--- config.mk ---
export PLATFORM = sky130hd
export DESIGN_NAME = matmul_apb_master
export DESIGN_NICKNAME = d
export VERILOG_FILES = /design/src/rtl/matmul_pkg.sv /design/src/rtl/matmul_sync_fifo.sv /design/src/rtl/matmul_apb_master.sv
export SDC_FILE = /design/constraint.sdc
export NUM_CORES = 1
export LEC_CHECK = 0
export CAP_MARGIN = 20
export CORE_MARGIN = 2
export CORE_UTILIZATION = 25
export CTS_CLUSTER_DIAMETER = 100
export DETAILED_ROUTE_END_ITERATION = 10
export GPL_ROUTABILITY_DRIVEN = 1
export HOLD_SLACK_MARGIN = 0.08
export SLEW_MARGIN = 40
export SYNTH_ARGS = -nofsm -noshare
export SYNTH_HDL_FRONTEND = slang
export SYNTH_HIERARCHICAL = 1
export SYNTH_SLANG_ARGS = --single-unit
--- constraint.sdc ---
create_clock -name clk_i -period 6.8 [get_ports clk_i]
set_input_delay 1.02 -clock clk_i [delete_from_list [all_inputs] [get_ports clk_i]]
set_output_delay 1.02 -clock clk_i [all_outputs]
set_load 0.1 [all_outputs]
--- src/rtl/matmul_pkg.sv ---
// Shared types for the matmul APB requester: bus widths, the command and
// response bundles carried through its FIFOs, and the requester FSM states.
package matmul_pkg;

  localparam int BUS_WIDTH  = 32;
  localparam int ADDR_WIDTH = 16;
  localparam int MAX_DIM    = 4;

  typedef struct packed {
    logic                  write;
    logic [ADDR_WIDTH-1:0] addr;
    logic [BUS_WIDTH-1:0]  wdata;
    logic [MAX_DIM-1:0]    strb;
  } apb_cmd_t;

  typedef struct packed {
    logic                 write;
    logic [BUS_WIDTH-1:0] rdata;
    logic                 err;
    logic                 timeout;
  } apb_rsp_t;

  typedef enum logic [1:0] {
    IDLE   = 2'd0,
    SETUP  = 2'd1,
    ACCESS = 2'd2
  } apb_mst_state_e;

endpackage

--- src/rtl/matmul_sync_fifo.sv ---
// First-word-fall-through synchronous FIFO, async active-high reset.
// Ports: clk, rst, push/wdata, pop/rdata, full, empty, count.
module matmul_sync_fifo #(
  parameter int WIDTH = 8,
  parameter int DEPTH = 4
) (
  input  logic                       clk,
  input  logic                       rst,
  input  logic                       push,
  input  logic [WIDTH-1:0]           wdata,
  input  logic                       pop,
  output logic [WIDTH-1:0]           rdata,
  output logic                       full,
  output logic                       empty,
  output logic [$clog2(DEPTH):0]     count
);

  localparam int AW = $clog2(DEPTH);

  logic [WIDTH-1:0] mem [DEPTH];
  logic [AW-1:0]    wptr;
  logic [AW-1:0]    rptr;
  logic             do_push;
  logic             do_pop;

  assign full    = (count == (AW+1)'(DEPTH));
  assign empty   = (count == '0);
  assign rdata   = mem[rptr];
  assign do_pop  = pop && !empty;
  // A full FIFO still takes a push when the head leaves in the same cycle.
  assign do_push = push && (!full || do_pop);

  always_ff @(posedge clk or posedge rst) begin
    if (rst) begin
      wptr  <= '0;
      rptr  <= '0;
      count <= '0;
      for (int i = 0; i < DEPTH; i++) mem[i] <= '0;
    end else begin
      if (do_push) begin
        mem[wptr] <= wdata;
        wptr      <= wptr + 1'b1;
      end
      if (do_pop) rptr <= rptr + 1'b1;
      case ({do_push, do_pop})
        2'b10:   count <= count + 1'b1;
        2'b01:   count <= count - 1'b1;
        default: ;
      endcase
    end
  end

endmodule

--- src/rtl/matmul_apb_master.sv ---
// APB4 requester: queued register commands in, APB transfers out, one
// response (rdata/err/timeout) per transfer. Ports: cmd_* in, rsp_* out,
// p* APB bus, idle_o.
module matmul_apb_master
  import matmul_pkg::*;
#(
  parameter int CMD_DEPTH      = 4,
  parameter int RSP_DEPTH      = 4,
  parameter int TIMEOUT_CYCLES = 64
) (
  input  logic                  clk_i,
  input  logic                  rst_i,
  input  logic                  cmd_valid_i,
  output logic                  cmd_ready_o,
  input  logic                  cmd_write_i,
  input  logic [ADDR_WIDTH-1:0] cmd_addr_i,
  input  logic [BUS_WIDTH-1:0]  cmd_wdata_i,
  input  logic [MAX_DIM-1:0]    cmd_strb_i,
  output logic                  rsp_valid_o,
  input  logic                  rsp_ready_i,
  output logic                  rsp_write_o,
  output logic [BUS_WIDTH-1:0]  rsp_rdata_o,
  output logic                  rsp_err_o,
  output logic                  rsp_timeout_o,
  output logic                  psel_o,
  output logic                  penable_o,
  output logic                  pwrite_o,
  output logic [ADDR_WIDTH-1:0] paddr_o,
  output logic [BUS_WIDTH-1:0]  pwdata_o,
  output logic [MAX_DIM-1:0]    pstrb_o,
  input  logic [BUS_WIDTH-1:0]  prdata_i,
  input  logic                  pready_i,
  input  logic                  pslverr_i,
  output logic                  idle_o
);

  localparam int CW = $clog2(CMD_DEPTH) + 1;
  localparam int RW = $clog2(RSP_DEPTH) + 1;
  localparam int TW = (TIMEOUT_CYCLES > 1) ? $clog2(TIMEOUT_CYCLES) : 1;
  localparam logic [TW-1:0] T_LAST =
    TW'((TIMEOUT_CYCLES > 0) ? TIMEOUT_CYCLES - 1 : 0);
  localparam logic [RW-1:0] RSP_LAST = RW'(RSP_DEPTH - 1);

  apb_cmd_t       cmd_in;
  apb_cmd_t       cmd_head;
  apb_rsp_t       rsp_in;
  apb_rsp_t       rsp_head;
  apb_mst_state_e state;
  logic [TW-1:0]  tcnt;
  logic [CW-1:0]  cmd_count;
  logic [RW-1:0]  rsp_count;
  logic           cmd_full;
  logic           cmd_empty;
  logic           cmd_pop;
  logic           rsp_full;
  logic           rsp_empty;
  logic           rsp_push;
  logic           rsp_pop;
  logic           done;
  logic           expired;
  logic           issue_idle;
  logic           issue_b2b;

  assign cmd_in = '{write: cmd_write_i, addr: cmd_addr_i,
                    wdata: cmd_wdata_i, strb: cmd_strb_i};

  matmul_sync_fifo #(.WIDTH($bits(apb_cmd_t)), .DEPTH(CMD_DEPTH)) u_cmd (
    .clk   (clk_i),
    .rst   (rst_i),
    .push  (cmd_valid_i && !cmd_full),
    .wdata (cmd_in),
    .pop   (cmd_pop),
    .rdata (cmd_head),
    .full  (cmd_full),
    .empty (cmd_empty),
    .count (cmd_count)
  );

  matmul_sync_fifo #(.WIDTH($bits(apb_rsp_t)), .DEPTH(RSP_DEPTH)) u_rsp (
    .clk   (clk_i),
    .rst   (rst_i),
    .push  (rsp_push),
    .wdata (rsp_in),
    .pop   (rsp_pop),
    .rdata (rsp_head),
    .full  (rsp_full),
    .empty (rsp_empty),
    .count (rsp_count)
  );

  assign cmd_ready_o   = !cmd_full;
  assign rsp_valid_o   = !rsp_empty;
  assign rsp_write_o   = rsp_head.write;
  assign rsp_rdata_o   = rsp_head.rdata;
  assign rsp_err_o     = rsp_head.err;
  assign rsp_timeout_o = rsp_head.timeout;
  assign idle_o = (cmd_count == '0) && rsp_empty && (state == IDLE);

  assign done    = (state == ACCESS) && pready_i;
  assign expired = (TIMEOUT_CYCLES != 0) && (state == ACCESS)
                   && !pready_i && (tcnt == T_LAST);
  assign rsp_pop = rsp_ready_i && !rsp_empty;

  // Back-to-back issue happens while the current response is being pushed,
  // so that response's slot must be counted too.
  assign issue_idle = !cmd_empty && !rsp_full;
  assign issue_b2b  = !cmd_empty && ((rsp_count < RSP_LAST) || rsp_pop);
  assign cmd_pop    = ((state == IDLE) && issue_idle) || (done && issue_b2b);
  assign rsp_push   = done || expired;

  always_comb begin
    rsp_in       = '0;
    rsp_in.write = pwrite_o;
    if (done) begin
      if (!pwrite_o) rsp_in.rdata = prdata_i;
      rsp_in.err = pslverr_i;
    end else begin
      rsp_in.err     = 1'b1;
      rsp_in.timeout = 1'b1;
    end
  end

  always_ff @(posedge clk_i or posedge rst_i) begin
    if (rst_i) begin
      pwrite_o <= 1'b0;
      paddr_o  <= '0;
      pwdata_o <= '0;
      pstrb_o  <= '0;
    end else if (cmd_pop) begin
      pwrite_o <= cmd_head.write;
      paddr_o  <= cmd_head.addr;
      pwdata_o <= cmd_head.write ? cmd_head.wdata : '0;
      pstrb_o  <= cmd_head.write ? cmd_head.strb : '0;
    end
  end

  always_ff @(posedge clk_i or posedge rst_i) begin
    if (rst_i) begin
      state     <= IDLE;
      tcnt      <= '0;
      psel_o    <= 1'b0;
      penable_o <= 1'b0;
    end else begin
      case (state)
        IDLE: begin
          if (issue_idle) begin
            state  <= SETUP;
            psel_o <= 1'b1;
          end
        end
        SETUP: begin
          state     <= ACCESS;
          penable_o <= 1'b1;
          tcnt      <= '0;
        end
        ACCESS: begin
          if (done) begin
            penable_o <= 1'b0;
            if (issue_b2b) begin
              state <= SETUP;
            end else begin
              state  <= IDLE;
              psel_o <= 1'b0;
            end
          end else if (expired) begin
            state     <= IDLE;
            psel_o    <= 1'b0;
            penable_o <= 1'b0;
          end else if (TIMEOUT_CYCLES != 0) begin
            tcnt <= tcnt + 1'b1;
          end
        end
        default: state <= IDLE;
      endcase
    end
  end

endmodule

# --- Word-level counts from Yosys, hierarchy flattened ---
# Index checks and enable logic that the tools add are counted.
classes:
  n_addsub: 9
  order_cmp: 7
  n_eq_ne: 14
  muxes: 35
  bitwise: 4
  n_reduce_logical: 38
ops:
  columns: ["operator", "count"]
  rows:
  - ["bitwise mux 212 bit", 1]
  - ["2-to-1 mux 53 bit", 3]
  - ["bitwise mux 140 bit", 1]
  - ["binary-select mux 53 bit (select 2 bit)", 1]
  - ["demux 53 bit (select 2 bit)", 1]
  - ["2-to-1 mux 35 bit", 3]
  - ["2-to-1 mux 32 bit", 3]
  - ["binary-select mux 35 bit (select 2 bit)", 1]
  - ["demux 35 bit (select 2 bit)", 1]
  - ["logical AND 1 bit", 17]
  - [">= comparator 3 bit (second input constant)", 4]
  - ["2-to-1 mux 6 bit", 2]
  - ["NOT 2 -> 3 bit", 4]
  - ["case mux 3 bit (2 select lines)", 2]
  - ["case mux 6 bit (2 select lines)", 1]
  - ["adder 2 x 1 -> 2 bit (second input constant)", 4]
  - ["2-to-1 mux 1 bit", 8]
  - ["nonzero test 2 bit", 4]
  - ["adder 3 x 1 -> 3 bit (second input constant)", 2]
  - ["adder 6 x 1 -> 6 bit (second input constant)", 1]
  - ["equality test 2 x 1 -> 1 bit (second input constant)", 3]
  - ["equality test 2 bit (second input constant)", 3]
  - ["equality test 3 bit (second input constant)", 2]
  - ["equality test 6 bit (second input constant)", 1]
  - ["other kinds (16)", 34]
totals:
  register_bits: 429
  input_bits: 91
  output_inout_bits: 93
  word_cells: 129

# --- Logic depth before layout (Yosys ltp) ---
# Gate-level depths: netlist of the first run.
logic_depth:
  depth_word: 12
  ltp_mapped: 15
  ltp_nobuf: 13

# --- Cells and area by module ---
# Netlist of the first run, hierarchy kept.
by_module_without_submodules:
  columns: ["module", "instances", "cells_per_inst", "area_each_um2", "seq_area_each_um2"]
  rows:
  - ["matmul_sync_fifo (u_cmd)", 1, 551, 9623.0, 5480.3]
  - ["matmul_sync_fifo (u_rsp)", 1, 377, 6491.2, 3678.5]
  - ["matmul_apb_master", 1, 298, 3196.8, 1576.5]

# --- Worst setup path after synthesis of the first run ---
# Ideal clock, no wire load.
synth_path:
  path_type: "register to output"
  from: "register u_rsp.count[0]"
  to: "output port idle_o"
  arrival_ns: 3.759
  required_ns: 5.780
  setup_slack_ns: 2.021
  path_stages_with_launch: 4
  path_buffers: 0
  path_cell_list: "dfrtp_1 -> nor3_1 -> nand2_1 -> nor4_1"
synth_via:
  elab_chain_cells: 3
synth_rtl:
  columns: ["element", "line", "rtl"]
  rows:
  - ["start: declaration", "matmul_sync_fifo.sv:15", "output logic [$clog2(DEPTH):0] count"]
  - ["start signal: assignment", "matmul_sync_fifo.sv:46", "2'b10: count <= count + 1'b1;"]
  - ["start signal: assignment", "matmul_sync_fifo.sv:47", "2'b01: count <= count - 1'b1;"]
  - ["logical NOT 3 bit", "matmul_sync_fifo.sv:27", "assign empty = (count == '0);"]
  - ["net rsp_empty", "matmul_apb_master.sv:56", "logic rsp_empty;"]
  - ["logical AND 1 bit (2 in a row)", "matmul_apb_master.sv:97", "assign idle_o = (cmd_count == '0) && rsp_empty && (state == IDLE);"]
  - ["end: declaration", "matmul_apb_master.sv:34", "output logic idle_o"]
# The timed path passes the listed nets, and every way through them passes these cells.

# --- Final worst setup path of the first run ---
layout_path:
  from: "register u_rsp.rptr[0]"
  to: "output port rsp_rdata_o[1]"
layout_via:
  elab_chain_cells: 4
layout_rtl:
  columns: ["element", "line", "rtl"]
  rows:
  - ["start: declaration", "matmul_sync_fifo.sv:22", "logic [AW-1:0] rptr;"]
  - ["start signal: assignment", "matmul_sync_fifo.sv:44", "if (do_pop) rptr <= rptr + 1'b1;"]
  - ["NOT 2 -> 3 bit (implied by the code)", "matmul_sync_fifo.sv:28", "assign rdata = mem[rptr];"]
  - ["binary-select mux 35 bit (select 2 bit)", "matmul_sync_fifo.sv:28", null]
  - ["2-to-1 mux 35 bit (implied by the code) (2 in a row)", "matmul_sync_fifo.sv:28", null]
  - ["end: declaration", "matmul_apb_master.sv:22", "output logic [BUS_WIDTH-1:0] rsp_rdata_o,"]
# Every way passes these cells. The select of a mux whose other input is x is not followed.

==> metrics.txt, run 1 <==
CP Class=register to output pin; drc violations=0; CTS tree=built; asr flop ratio synth=100%; RSZ-0062 raised after global routing=false; mux cell area share after synthesis=34.2%; R2R depth=13; cts repair resizes=0; library cells used by synthesis=47; syn avg cell area=15.8 um^2; dominant synthesized flop cell=dfrtp_1; most frequent cell after synthesis=dfrtp_1; largest family of logic cells by synthesized area=multiplexers; synth warn=6; syn_nets=1,334; post-CTS setup buffers=0; clock transition at the registers of the reported paths=0.06 ns; Starting Density=25.3%; endpoints failing setup=0; crit path max fanout=21; Setup crit start kind=register; routed len/inst=18.8 um; area of the multi-input gates=0.00784 mm^2; CTS H-tree lvls=2; vias in the first global route=12,000; post-synth top area cell=dfrtp_1; Via density=4.33; Synth area leaders=dfrtp_1 56%, mux2_2 21%, mux4_2 10%; Leak Pwr=10.3 nW; Seq cells post-synth=429; Util after Layout=30.7%; most frequent cells after synthesis=429 x dfrtp_1, 360 x mux2_2, 88 x mux4_2; die span in y=282 um; Clock Path Buffers=3; EDFF count, synth=0; Tot GR Track Use=11.8%; # Max-Cap Violations=0; area share of the largest cell type after synthesis=55.6%; die width=282 um; first-pass GRT wire length=72.4 mm; synthesized instance count=1,226; total routed wirelength=46.6 mm; Required @ worst endpoint=5.78 ns; I/O pin count=184; clk_lat worst skew=0.62 ns; initial drt markers=472; Remaining Overflow, GRT=0; Post-DP HPWL=28.9 mm; CTS root buf=clkbuf_16; Final GP Congestion=0.699; peak supply drop=0.340 mV; compound-cell area share of the yosys netlist=1.06%; PortBufs=183; initial antenna violation count=7; clock skew=0.0509 ns; hold path depth=1; fin. max-slew vios=0; Simple-Gate Fraction of Synth Area=3.36%; total CTS buffers=50; Synth Cell Area=0.0193 mm^2; HP Class=register to register; core box area=0.0762 mm^2; Layout Nets=1,523; status=completed; min Tclk post-route=3.87 ns; layout cells sized above 1=46.8%; critical path data arrival time=2.85 ns; Fill cells=7,618; FP Rows=101; adder-cell share of the synthesized area=1.18%; die area=0.0795 mm^2; register area share after synthesis=55.6%; hold_ws=0.484 ns; f_max=0.258 GHz; register area=0.0107 mm^2; Least-Margin Pin Slew=0.801 ns; hold buffers post-CTS=0; CTS sink count=429; P per Cell Area=519 mW/mm^2; Slew headroom=46.4%; fin crit share=57.0%; Layout area overhead=21.0%; Detail Route Antenna Nets=0; Setup crit end kind=output pin; largest net degree at the start of global routing=161; router iterations before antenna repair=4; final hold vios=0; vias after detailed routing=10,700; xor and xnor area share after synthesis=0.544%; setup TNS=0 ns
state kept, by name, summed over array words and instances (netlist names):
name         cells
u_rsp/wptr       2
pwdata_o        32
penable_o        1
u_cmd/wptr       2
pwrite_o         1
psel_o           1
u_cmd/count      3
u_cmd/mem      212
tcnt             6
pstrb_o          4
u_rsp/mem      140
u_cmd/rptr       2
paddr_o         16
state            2
u_rsp/count      3
u_rsp/rptr       2
logic make-up after synthesis:
kind of cell | count (synthesis)
AOI/OAI and AO/OA | 26
xor gates and xnor gates | 12
adders and majority gates | 17
buffers and inverters | 123
DFF | 429
muxes | 499
and+or+nand+nor | 120
through the flow:
stage | cell area, um^2 | power (mW) | setup WS, ns | instances
5_1_grt | 23400 | 12.8 | 2.74 | 2483
3_3_place_gp | 22100 | 9.57 | 2.51 | 2392
4_1_cts | 23300 | 12.4 | 2.79 | 2481
3_5_place_dp | 21600 | 9.55 | 2.56 | 2392
6_report | 23400 | 12.1 | 2.93 | 2484
2_1_floorplan | 19300 | 8.48 | 1.83 | 1226
power breakdown:
group,internal [mW],total (mW),switching [mW]
combinational,2.17,5.19,3.02
sequential,3.58,4.21,0.633
clock,1.60,2.72,1.12
cells in the final DEF, fill, tap and decap left out, types with 6 or more instances in the layout:
cell / n
clkbuf_1: 9
nand2_1: 54
mux4_2: 87
clkbuf_8: 11
mux2_4: 13
and2_1: 32
mux2_2: 360
clkbuf_16: 50
xnor2_1: 6
inv_1: 53
mux2i_1: 38
clkinv_2: 8
dfrtp_1: 425
nor2_4: 8
buf_4: 14
ha_1: 15
buf_2: 93
a21oi_1: 7
xor2_1: 6
clkdlybuf4s50_1: 90
o21ai_0: 6
area by class of cell:
type | count | share of cell area (%)
Sequential cell | 429 | 46.0
Tap cell | 1030 | 5.52
Clock buffer | 70 | 6.15
Antenna cell | 2 | 0.0214
Timing Repair Buffer | 203 | 6.69
Multi-Input combinational cell | 674 | 33.6
Inverter | 57 | 0.969
Clock inverter | 19 | 1.08
metal layers:
metal | track usage (%) | vias to the layer above | routed length [um]
met5 | 0 | - | 58
met4 | 3.07 | 10 | 810
met3 | 3.59 | 69 | 2960
met2 | 21.1 | 188 | 23900
met1 | 13.7 | 5699 | 18800
li1 | - | 4782 | -
worst max-delay path: stages (launching register included):
cell and delay [ns]:
dfrtp_2 0.81, buf_4 0.53, mux4_2 0.59, buf_2 0.31
path summary, 6_finish.rpt:
kind	startpoint	end	slack (ns)
hold / removal	penable_o$_DFFE_PP0P_	penable_o$_DFFE_PP0P_	0.48
setup reg to reg	u_rsp/count[0]$_DFFE_PP0P_	u_cmd/count[2]$_DFFE_PP0P_	3.08
min in group asynchronous	rst_i	u_rsp/mem[74]$_DFFE_PP0P_	1.10
max in group asynchronous	rst_i	u_rsp/rptr[1]$_DFFE_PP0P_	4.67
hold reg to reg	penable_o$_DFFE_PP0P_	penable_o$_DFFE_PP0P_	0.48
setup / recovery	u_rsp/rptr[0]$_DFFE_PP0P_	rsp_rdata_o[1]	2.93
(Power assumes the default switching activity.)
==> run 2: changes to the inputs <==
Clock period 6.8 ns to 3.3 ns, I/O delays scaled along.
==> metrics.txt, run 2 (synthesis gave the netlist of run 1 again) <==
status=completed; largest net degree at the start of global routing=109; PortBufs=183; CTS sink count=429; total routed wirelength=46.7 mm; fin. max-slew vios=0; worst slack, placed=0.149 ns; core box area=0.0762 mm^2; R2R Setup Slk=0.30 ns; cts repair resizes=0; vias after detailed routing=10,800; Largest regs=u_cmd/mem: 212 flops, u_rsp/mem: 140 flops, pwdata_o: 32 flops; hold buffers post-CTS=0; CTS root buf=clkbuf_16; routed len/inst=18.7 um; peak supply drop=0.699 mV; clock transition at the registers of the reported paths=0.06 ns; RSZ-0062 raised after global routing=false; Leak Pwr=10.5 nW; initial drt markers=456; Via density=4.33; CTS tree=built; drc violations=0; CP startpoint=u_rsp/count[0]$_DFFE_PP0P_; Met2 Wirelength=23.6 mm; post-CTS setup buffers=0; CTS H-tree lvls=2; Setup crit start kind=register; Top reg by flops=u_cmd/mem; met3 routed WL=3.07 mm; Setup crit end kind=register; reg2reg start=u_rsp/count[0]$_DFFE_PP0P_; crit path max fanout=6; uppermost layer routed=met5; reg2reg end=u_cmd/count[2]$_DFFE_PP0P_; met1 WL=19.0 mm; Remaining Overflow, GRT=0; Least-Margin Pin Slew=0.813 ns; Required @ worst endpoint=3.82 ns; final hold vios=0; die span in y=282 um; total CTS buffers=52; Largest register FFs=212; Layout Nets=1,540; f_max=0.333 GHz; clock skew=0.0329 ns; Starting Density=25.3%; R2R depth=13; min Tclk post-route=3.00 ns; initial antenna violation count=8; I/O pin count=184; Final Instance Area=0.0239 mm^2; Post-DP Area=0.0221 mm^2; Final GP Congestion=0.716; Detail Route Antenna Nets=0; Worst Setup Slack, final=0.296 ns; P per Cell Area=1070 mW/mm^2; endpoints failing setup=0; commonest non-fill, non-tap cells in the layout=425 x dfrtp_1, 360 x mux2_2, 90 x clkdlybuf4s50_1; FP Rows=101; Slew headroom=45.8%; critical path data arrival time=3.52 ns; CP Class=register to register; layout cells sized above 1=47.5%; Layout area overhead=24.0%; HP Class=input pin to async pin; die width=282 um; router iterations before antenna repair=4; first-pass GRT wire length=73.3 mm; die area=0.0795 mm^2; Post-DP HPWL=29.1 mm; vias in the first global route=12,400; commonest non-fill, non-tap cell in the layout=dfrtp_1; Clock Path Buffers=3; clk_lat worst skew=0.59 ns; fin crit share=91.0%; # Max-Cap Violations=0; Tot GR Track Use=12.0%
run 2: cell types whose count changed in the layout (fill, tap and decap cells not counted), sizes merged:
| cell | previous run | this run |
|---|---|---|
| clkinvlp | 4 | 6 |
| bufinv | 3 | 5 |
| clkinv | 14 | 9 |
| diode | 2 | 1 |
| clkbuf | 70 | 77 |
| buf | 113 | 128 |
run 2: per-layer routing:
layer  vias up  global-route usage, %
met5         -                      0
met4        12                   3.26
met1      5746                   14.2
met2       192                   20.9
met3        79                   3.70
li1       4806                      -
run 2: critical path: stages (launching register included):
cell	delay [ns]
dfrtp_1	0.48
nor3_2	0.34
nor2b_4	0.10
o2111ai_4	0.24
o31a_2	0.22
inv_1	0.08
nor4b_4	0.25
nand2b_1	0.18
ha_1	0.19
inv_1	0.06
fa_1	0.37
xor2_1	0.15
nor2_1	0.11
xor2_1	0.15
run 2: worst max path at each step:
stage	to	slack, ns	cells after the start
after global routing	u_cmd/count[2]$_DFFE_PP0P_	0.05	13
after floorplan	u_cmd/count[0]$_DFFE_PP0P_	-0.05	1
after CTS	u_cmd/count[2]$_DFFE_PP0P_	0.28	13
after detailed placement	u_cmd/count[2]$_DFFE_PP0P_	0.15	13
final	u_cmd/count[2]$_DFFE_PP0P_	0.30	13
after global placement	u_cmd/count[2]$_DFFE_PP0P_	0.13	13
run 2: where the power goes:
part           leakage (nW)  switching, mW  internal [mW]  total (mW)
clock                 0.876           2.29           3.64        5.93
combinational          4.21           6.36           4.77        11.1
sequential             5.41           1.22           7.37        8.60
run 2: metrics by stage:
stage,setup TNS [ns],hold slack (ns),utilization (%),cells,power [mW]
global placement,0,0.469,29.2,2407,19.9
floorplan,-10.75,0.475,-,1226,17.5
finish,0,0.472,31.4,2504,25.7
detailed placement,0,0.480,29.0,2407,20.1
global route,0,0.498,31.4,2504,27.2
CTS,0,0.486,31.4,2502,26.2
run 2: cell type report:
| class | count | area, um^2 |
|---|---|---|
| Fill cell | 7476 | 52300 |
| Sequential cell | 429 | 10700 |
| Multi-Input combinational cell | 674 | 7850 |
| Timing Repair Buffer | 218 | 2030 |
| Clock buffer | 77 | 1550 |
| Tap cell | 1030 | 1290 |
| Clock inverter | 18 | 255 |
| Inverter | 57 | 223 |
| Antenna cell | 1 | 2.50 |
==> run 3: changes to the inputs <==
Settings changed: HOLD_SLACK_MARGIN 0.08 to 0.1, REMOVE_ABC_BUFFERS set to 1.
==> metrics.txt, run 3 (synthesis gave the netlist of run 1 again) <==
Layout area overhead=23.7%; cts repair resizes=0; Via density=4.34; CTS H-tree lvls=2; CP Class=register to register; min Tclk post-route=2.88 ns; Top reg by flops=u_cmd/mem; Final Instance Area=0.0239 mm^2; RSZ-0062 raised after global routing=false; final hold vios=0; Finished Layout Cells=2,508; Util after Layout=31.3%; Setup crit start kind=register; clock skew=0.0196 ns; PortBufs=183; largest net degree at the start of global routing=77; Setup crit end kind=register; I/O pin count=184; # Max-Cap Violations=0; power share of the clock group=23.1%; vias after detailed routing=10,900; CTS root buf=clkbuf_16; Inserted Diodes=0; die area=0.0795 mm^2; routed len/inst=18.6 um; vias in the first global route=12,300; initial drt markers=359; Pint=15.7 mW; core box area=0.0762 mm^2; fin. max-slew vios=0; critical path data arrival time=3.34 ns; Leak Pwr=10.5 nW; Tot Pwr=25.7 mW; Layout Nets=1,546; fin crit share=87.3%; total routed wirelength=46.6 mm; HP Class=register to register; die width=282 um; Final GP Congestion=0.732; initial antenna violation count=8; layout cells sized above 1=47.8%; Slew headroom=47.1%; Sw Pwr=9.95 mW; Detail Route Antenna Nets=0; Clock Path Buffers=3; clk_lat worst skew=0.59 ns; CTS tree=built; Post-DP HPWL=29.1 mm; Required @ worst endpoint=3.76 ns; Largest register FFs=212; Flop pwr share=33.5%; Starting Density=25.3%; hold buffers post-CTS=0; endpoints failing setup=0; P per Cell Area=1080 mW/mm^2; Tot GR Track Use=11.8%; FP Rows=101; commonest non-fill, non-tap cell in the layout=dfrtp_1; Least-Margin Pin Slew=0.793 ns; Comb pwr share=43.4%; die span in y=282 um; Post-DP Area=0.0221 mm^2; sw frac=38.7%; drc violations=0; Placed Cells=2,413; peak supply drop=0.733 mV; total CTS buffers=53; post-CTS setup buffers=0; CTS sink count=429; router iterations before antenna repair=6; commonest non-fill, non-tap cells in the layout=426 x dfrtp_1, 360 x mux2_2, 90 x clkdlybuf4s50_1; Remaining Overflow, GRT=0; clock transition at the registers of the reported paths=0.06 ns; setup TNS=0 ns; first-pass GRT wire length=72.4 mm; Largest regs=u_cmd/mem: 212 flops, u_rsp/mem: 140 flops, pwdata_o: 32 flops; f_max=0.347 GHz; status=completed; crit path max fanout=38
## run 3: cell types whose count changed in the layout (fill, tap and decap cells not counted), sizes merged
cell | before | now
buf | 128 | 133
bufinv | 5 | 6
clkbuf | 77 | 68
clkinv | 9 | 12
clkinvlp | 6 | 5
diode | 1 | 0
inv | 55 | 61
## run 3: worst max-delay path, stage by stage, from the launching register on
cell	delay (ns)
dfrtp_1	0.44
nor3_1	0.21
buf_4	0.17
nor2b_4	0.05
o2111ai_4	0.19
o31a_2	0.20
buf_4	0.34
buf_4	0.70
mux2_2	0.42
## run 3: through the flow
step	setup slack (ns)	hold WS (ns)
after floorplan	-3.19	0.475
after global placement	0.142	0.470
after detailed placement	0.113	0.475
after CTS	0.357	0.489
after global routing	0.235	0.510
final	0.420	0.488
## run 3: metal layers
metal  up-vias  wire, um  track usage (%)  share of wire (%)
met2       223     21900             19.4                 47
met5         -        92                0               0.20
met4        16       886             2.85                1.9
met1      5750     20700             15.3                 44
met3        83      2940             3.28                6.3
li1       4814         -                -                  -
## run 3: final cells by class
class                      count  area [um^2]
clock buffer                  68         1460
clock inverter                27          328
fill                        7506        52300
inverter                      57          228
multi-input combinational    674         7850
sequential                   429        10700
tap                         1030         1290
timing repair buffer         223         1990
## run 3: final timing paths
kind / end / depth (start not counted) / slack [ns] / start
hold reg to reg: penable_o$_DFFE_PP0P_ / 1 / 0.49 / penable_o$_DFFE_PP0P_
setup reg to reg: paddr_o[11]$_DFFE_PP0P_ / 8 / 0.42 / u_rsp/count[1]$_DFFE_PP0P_
max in group asynchronous: u_rsp/mem[116]$_DFFE_PP0P_ / 3 / 1.98 / rst_i
hold / removal: penable_o$_DFFE_PP0P_ / 1 / 0.49 / penable_o$_DFFE_PP0P_
min in group asynchronous: u_rsp/rptr[1]$_DFFE_PP0P_ / 2 / 0.53 / rst_i
setup / recovery: paddr_o[11]$_DFFE_PP0P_ / 8 / 0.42 / u_rsp/count[1]$_DFFE_PP0P_
## run 3: power groups by stage
stage               Combinational [mW]  Sequential, mW  Clock, mW
floorplan                         6.78            10.4          0
global placement                  11.3            8.56          0
detailed placement                11.4            8.70          0
finish                            11.2            8.59       5.93
CTS                               11.4            8.62       6.14
global route                      11.9            8.89       6.36
